==> config.mk <==
export PLATFORM = sky130hd
export DESIGN_NAME = mul_sequencer_flat
export DESIGN_NICKNAME = d
export VERILOG_FILES = /design/src/rtl/mul_pkg.sv /design/src/rtl/mul_sequencer_if.sv /design/src/rtl/mul_result_cache.sv /design/src/rtl/mul_sequencer.sv /design/src/flat_wrapper.sv
export SDC_FILE = /design/constraint.sdc
export NUM_CORES = 1
export LEC_CHECK = 0
export BUFFER_PORTS_ARGS = -buffer_cell sky130_fd_sc_hd__buf_2
export CORE_AREA = 2 2 152 154
export CTS_CLUSTER_SIZE = 12
export DETAILED_ROUTE_END_ITERATION = 16
export DIE_AREA = 0 0 154 156
export MAX_ROUTING_LAYER = met4
export PLACE_DENSITY = 0.65
export SLEW_MARGIN = 20
export SYNTH_ARGS = -nofsm -noshare
export SYNTH_HDL_FRONTEND = slang
export SYNTH_HIERARCHICAL = 1
export SYNTH_SLANG_ARGS = --single-unit
==> constraint.sdc <==
create_clock -name clk -period 2.26 [get_ports clk]
set_input_delay 0.452 -clock clk [delete_from_list [all_inputs] [get_ports clk]]
set_output_delay 0.452 -clock clk [all_outputs]
set_load 0.01 [all_outputs]
==> src/rtl/mul_pkg.sv <==
// mul_pkg: op_mode encodings and sequencer FSM states.
// Shared by mul_sequencer, mul_result_cache and the bench.
package mul_pkg;

  typedef enum logic [1:0] {
    MUL_LO = 2'b00,
    SMULH  = 2'b01,
    UMULH  = 2'b10,
    RSVD   = 2'b11
  } op_mode_e;

  typedef enum logic [1:0] {
    IDLE   = 2'b00,
    LAUNCH = 2'b01,
    WAIT   = 2'b10,
    DONE   = 2'b11
  } state_e;

endpackage

==> src/rtl/mul_sequencer_if.sv <==
// mul_sequencer_if: core-side op/result signals and multiplier-side signals.
// slave = sequencer view, master = core + multiplier view.
interface mul_sequencer_if #(
  parameter int WIDTH = 64
);
  logic             op_valid;
  logic [1:0]       op_mode;
  logic [WIDTH-1:0] op_a;
  logic [WIDTH-1:0] op_b;
  logic [1:0]       mult_mode;
  logic [WIDTH-1:0] multiplicand;
  logic [WIDTH-1:0] multiplier;
  logic             start;
  logic [WIDTH-1:0] mult_result;
  logic             mult_done;
  logic             stall;
  logic [WIDTH-1:0] result;
  logic             result_valid;
  logic             op_err;

  modport slave (
    input  op_valid, op_mode, op_a, op_b,
    input  mult_result, mult_done,
    output mult_mode, multiplicand, multiplier, start,
    output stall, result, result_valid, op_err
  );

  modport master (
    output op_valid, op_mode, op_a, op_b,
    output mult_result, mult_done,
    input  mult_mode, multiplicand, multiplier, start,
    input  stall, result, result_valid, op_err
  );
endinterface

==> src/rtl/mul_result_cache.sv <==
// mul_result_cache: one-entry {mode,a,b,result} store plus lookup compare.
// Ports: clk, reset (async low), wr_* capture, rd_* lookup, hit/hit_result.
module mul_result_cache
  import mul_pkg::*;
#(
  parameter int WIDTH = 64
) (
  input  logic             clk,
  input  logic             reset,
  input  logic             wr_en,
  input  logic [1:0]       wr_mode,
  input  logic [WIDTH-1:0] wr_a,
  input  logic [WIDTH-1:0] wr_b,
  input  logic [WIDTH-1:0] wr_result,
  input  logic [1:0]       rd_mode,
  input  logic [WIDTH-1:0] rd_a,
  input  logic [WIDTH-1:0] rd_b,
  output logic             hit,
  output logic [WIDTH-1:0] hit_result
);

  logic             vld;
  op_mode_e         mode;
  logic [WIDTH-1:0] a;
  logic [WIDTH-1:0] b;
  logic [WIDTH-1:0] res;

  always_ff @(posedge clk or negedge reset) begin
    if (!reset) begin
      vld  <= 1'b0;
      mode <= MUL_LO;
      a    <= '0;
      b    <= '0;
      res  <= '0;
    end else if (wr_en) begin
      vld  <= 1'b1;
      mode <= op_mode_e'(wr_mode);
      a    <= wr_a;
      b    <= wr_b;
      res  <= wr_result;
    end
  end

  assign hit = vld && (rd_mode == mode)
            && (rd_a == a) && (rd_b == b);
  assign hit_result = res;

endmodule

==> src/rtl/mul_sequencer.sv <==
// mul_sequencer: launches one multiply per op and returns its result to the core.
// Ports: clk, reset (async low), bus (slave). MUL_RESULT_CACHE_EN adds a result cache.
module mul_sequencer
  import mul_pkg::*;
#(
  parameter int WIDTH = 64
) (
  input  logic           clk,
  input  logic           reset,
  mul_sequencer_if.slave bus
);

  state_e           state;
  logic             start_q;
  logic             rv_q;
  logic             err_q;
  logic [1:0]       mode_q;
  logic [WIDTH-1:0] a_q;
  logic [WIDTH-1:0] b_q;
  logic [WIDTH-1:0] res_q;
  logic             hit;
  logic [WIDTH-1:0] hit_result;

`ifdef MUL_RESULT_CACHE_EN
  mul_result_cache #(.WIDTH(WIDTH)) u_cache (
    .clk        (clk),
    .reset      (reset),
    .wr_en      (state == WAIT && bus.mult_done),
    .wr_mode    (mode_q),
    .wr_a       (a_q),
    .wr_b       (b_q),
    .wr_result  (bus.mult_result),
    .rd_mode    (bus.op_mode),
    .rd_a       (bus.op_a),
    .rd_b       (bus.op_b),
    .hit        (hit),
    .hit_result (hit_result)
  );
`else
  assign hit        = 1'b0;
  assign hit_result = '0;
`endif

  always_ff @(posedge clk or negedge reset) begin
    if (!reset) begin
      state   <= IDLE;
      start_q <= 1'b0;
      rv_q    <= 1'b0;
      err_q   <= 1'b0;
      mode_q  <= 2'b00;
      a_q     <= '0;
      b_q     <= '0;
      res_q   <= '0;
    end else begin
      start_q <= 1'b0;
      rv_q    <= 1'b0;
      err_q   <= 1'b0;
      unique case (state)
        IDLE: begin
          if (bus.op_valid) begin
            if (bus.op_mode == RSVD) begin
              res_q <= '0;
              err_q <= 1'b1;
              rv_q  <= 1'b1;
              state <= DONE;
            end else begin
              mode_q <= bus.op_mode;
              a_q    <= bus.op_a;
              b_q    <= bus.op_b;
              if (hit) begin
                res_q <= hit_result;
                rv_q  <= 1'b1;
                state <= DONE;
              end else begin
                start_q <= 1'b1;
                state   <= LAUNCH;
              end
            end
          end
        end
        LAUNCH: state <= WAIT;
        WAIT: begin
          // done pulses seen in any other state are stale
          if (bus.mult_done) begin
            res_q <= bus.mult_result;
            rv_q  <= 1'b1;
            state <= DONE;
          end
        end
        DONE: state <= IDLE;
      endcase
    end
  end

  assign bus.start        = start_q;
  assign bus.result_valid = rv_q;
  assign bus.op_err       = err_q;
  assign bus.mult_mode    = mode_q;
  assign bus.multiplicand = a_q;
  assign bus.multiplier   = b_q;
  assign bus.result       = res_q;

  // gated by reset so a held op_valid cannot stall the core during reset
  assign bus.stall = reset && (
      (bus.op_valid && state == IDLE)
    || state == LAUNCH || state == WAIT);

endmodule
==> src/flat_wrapper.sv <==
// flat-port wrapper written by rule: the top's interface ports become plain ports
module mul_sequencer_flat import mul_pkg::*;
#(
  parameter int WIDTH = 64
)
  (clk, reset, bus_op_valid, bus_op_mode, bus_op_a, bus_op_b, bus_mult_result, bus_mult_done, bus_mult_mode, bus_multiplicand, bus_multiplier, bus_start, bus_stall, bus_result, bus_result_valid, bus_op_err);
  mul_sequencer_if #(.WIDTH(WIDTH)) bus_i ();
  input  logic clk;
  input  logic reset;
  input wire logic [$bits(bus_i.op_valid)-1:0] bus_op_valid;
  input wire logic [$bits(bus_i.op_mode)-1:0] bus_op_mode;
  input wire logic [$bits(bus_i.op_a)-1:0] bus_op_a;
  input wire logic [$bits(bus_i.op_b)-1:0] bus_op_b;
  input wire logic [$bits(bus_i.mult_result)-1:0] bus_mult_result;
  input wire logic [$bits(bus_i.mult_done)-1:0] bus_mult_done;
  output wire logic [$bits(bus_i.mult_mode)-1:0] bus_mult_mode;
  output wire logic [$bits(bus_i.multiplicand)-1:0] bus_multiplicand;
  output wire logic [$bits(bus_i.multiplier)-1:0] bus_multiplier;
  output wire logic [$bits(bus_i.start)-1:0] bus_start;
  output wire logic [$bits(bus_i.stall)-1:0] bus_stall;
  output wire logic [$bits(bus_i.result)-1:0] bus_result;
  output wire logic [$bits(bus_i.result_valid)-1:0] bus_result_valid;
  output wire logic [$bits(bus_i.op_err)-1:0] bus_op_err;
  assign bus_i.op_valid = bus_op_valid;
  assign bus_i.op_mode = bus_op_mode;
  assign bus_i.op_a = bus_op_a;
  assign bus_i.op_b = bus_op_b;
  assign bus_i.mult_result = bus_mult_result;
  assign bus_i.mult_done = bus_mult_done;
  assign bus_mult_mode = bus_i.mult_mode;
  assign bus_multiplicand = bus_i.multiplicand;
  assign bus_multiplier = bus_i.multiplier;
  assign bus_start = bus_i.start;
  assign bus_stall = bus_i.stall;
  assign bus_result = bus_i.result;
  assign bus_result_valid = bus_i.result_valid;
  assign bus_op_err = bus_i.op_err;
  mul_sequencer #(.WIDTH(WIDTH)) u_core (.clk(clk), .reset(reset), .bus(bus_i));
endmodule
==> impl_results.md <==
* Die ar. at 0.0240 mm2
* Post-Syn Area per Cell at 16.6 um2
* Setup TNS Final at 0 ps
* Crit path required time at 1810 ps
* Clk_lat worst skew at 430 ps
* Worst slew pin tran at 677 ps
* Sw power at 5.24 mW
* TritonCTS Buffers at 17
* P_leak at 5.34 nW
* Worst hold path type: in2reg
* Initial antenna violation count at 1
* Synthesized instance count at 447
* Pwr dens at 1450 mW/mm2
* Overall power at 15.0 mW
* Layout cells sized above 1 at 53.8%
* Placed Cells at 1112
* VDD IR max at 710 uV
* Largest net degree at the start of global routing at 107
* Number of global-route vias before repair at 5349
* Post-DP HPWL at 13600 um
* Root Buffer: clkbuf_16
* Max Cap Violations at 0
* Final worst path period share at 93.8%
* Hold Path Stages at 2
* CP max stage cell: dfrtp_1
* Post-CTS Setup Bufs at 0
* Commonest non-fill, non-tap cell in the layout: buf_2
* Sequential-to-total area share from yosys stat at 67.2%
* Most frequent cells in the layout: buf_2 (394), dfrtp_1 (199), mux2_1 (109)
* Ys Warns at 6
* Initial Util at 33.1%
* Final wirelength at 18500 um
* R2R setup slack at 200 ps
* CTS tree: built
* Syn nets at 649
* Arr. time, crit path at 1670 ps
* Final Wtd Congestion at 0.766
* Total Nets Final at 1049
* CP Cell Sequence: inv_1 -> ha_2 -> nand2_2 -> a21boi_2 -> buf_2
* First-pass GRT wire length at 28300 um
* Worst Clk Skew at 8.97 ps
* Status: completed
* Crit Reg-Reg Endpoint: u_core/bus.multiplicand[37]
* Fmax at 472 MHz
* Fin crit period at 2120 ps
* RR Startpoint: u_core/state[0]
* Die span in x at 154 um
* Switch share at 34.9%
* Vias at 5221
* Crit path max fanout at 8
* Fill cells at 2065
* Worst setup EP type: primary output
* Max transition margin at 54.8%
* Global Route Usage Sum at 15.4%
* Synth Flop Type: dfrtp_1
* Worst-path clk slew at 80 ps
* Sink Count at 199
* RSZ-0062 raised after global routing: no
* Drt first pass iters at 4
* Number of flops mapped to enable cells by yosys at 0
* Async SR Flop Fraction at 100%
* Wire per inst at 16.2 um
* Slew Viols, Final at 0
* Ports at 396
* FF+latch area at 0.00498 mm2
* Count of cell types in the netlist at 23
* Combinational share of power at 38.5%
* Hold Violations, Final at 0
* Final setup violation count at 0
* Non-filler cells, final at 1145
* Vias per cell at 4.56
* Critical path class: reg2out
* Multi-input gate area at 0.00222 mm2
* Total gr overflow at 0
* DRC Markers at 0
* Sequential power share at 41.4%
* Die height at 156 um
* Power Internal at 9.78 mW
* Bufs on Longest Clock Path at 2
* FP Rows at 55
* Hold Crit Start: bus_op_b[4]
* Util after Layout at 46.2%
* Synth-to-Final Area Change at 39.5%
* DR iter-0 viols at 204
* Post-Syn Area at 0.00741 mm2
* Port Buffers at 395
* Hold Path Sink: u_core/bus.multiplier[4]
* Hold WS at 234 ps
* Startpoint Class: flip-flop
* Clk pwr share at 20.1%
* #FFs+latches synth at 199
* H-tree depth at 4
* Antenna-violating nets left at 0
* Slowest stage delay, CP at 410 ps
* Core area at 0.0224 mm2
* Worst r2r path cells at 7
worst max path at each step:
stage | slack, ps | to | depth (start not counted) | start
final | 140 | bus_stall | 5 | u_core/state[0]
after detailed placement | 150 | u_core/bus.multiplier[41] | 7 | u_core/state[0]
after floorplan | 480 | u_core/bus.multiplicand[28] | 7 | u_core/state[0]
after global routing | 10 | bus_stall | 5 | u_core/state[0]
after global placement | 210 | u_core/bus.multiplicand[37] | 7 | u_core/state[0]
after CTS | 60 | bus_stall | 5 | u_core/state[0]
cell usage after synthesis, types with 3 or more instances:
library cell  count  area (um2)
dfrtp_1         199        4980
mux2_1          109        1230
a22o_1           64         561
mux2_2           19         214
buf_6            11         124
buf_2             8        40.0
buf_4             8        60.1
ha_1              4        50.1
nor2_1            4        15.0
inv_1             3        11.3
cells by family after synthesis:
group | after synthesis | share of synthesized area [%]
flip-flops | 199 | 67.2
multiplexers | 130 | 19.7
AO/OA/AOI/OAI | 74 | 8.60
buffers and inverters | 30 | 3.17
AND/OR/NAND/NOR | 10 | 0.625
adder cells (fa/ha/maj) | 4 | 0.675
power by group through the flow:
| stage | Sequential (mW) | Clock (mW) | Combinational [mW] |
|---|---|---|---|
| CTS | 6.23 | 3.14 | 5.90 |
| floorplan | 7.12 | 0 | 2.35 |
| finish | 6.21 | 3.02 | 5.79 |
| global placement | 6.24 | 0 | 5.75 |
| global route | 6.45 | 3.28 | 6.27 |
| detailed placement | 6.26 | 0 | 5.89 |
per-layer routing:
| metal | GRT usage, % | wire length [um] |
|---|---|---|
| met1 | 18.5 | 7650 |
| met2 | 25.2 | 9230 |
| met3 | 4.44 | 1270 |
| met4 | 4.81 | 361 |
| met5 | - | 0 |
state kept, by name (all words and copies together), names as in the netlist:
signal / count
u_core/bus.result_valid: 1
u_core/bus.start: 1
u_core/bus.multiplicand: 64
u_core/bus.op_err: 1
u_core/bus.result: 64
u_core/state: 2
u_core/bus.multiplier: 64
u_core/bus.mult_mode: 2
worst max-delay path: cells and delay by family (launching register included):
family	cells	cell delay, ps
DFF	1	410
and+or+nand+nor	1	150
AOI/OAI and AO/OA	1	160
buffers and inverters	2	270
adders and majority gates	1	260
cell type report:
type	count	share of cell area, %
Sequential cell	199	48.2
Multi-Input combinational cell	218	21.4
Timing Repair Buffer	408	21.1
Clock buffer	19	4.28
Tap cell	285	3.45
Clock inverter	12	1.37
Inverter	3	0.109
Antenna cell	1	0.0242
through the flow:
stage | setup slack [ps] | instance area (um2)
4_1_cts | 64.5 | 10300
2_1_floorplan | 480 | 7410
6_report | 141 | 10300
5_1_grt | 11.5 | 10300
3_5_place_dp | 154 | 9730
3_3_place_gp | 209 | 9730
repair_timing:
action	CTS	global route
pin swaps	0	0
hold endpoints to repair	4	0
endpoints found under the setup margin	1	1
hold buffers	1	0
gates resized for setup	2	1
(Power assumes the default switching activity.)
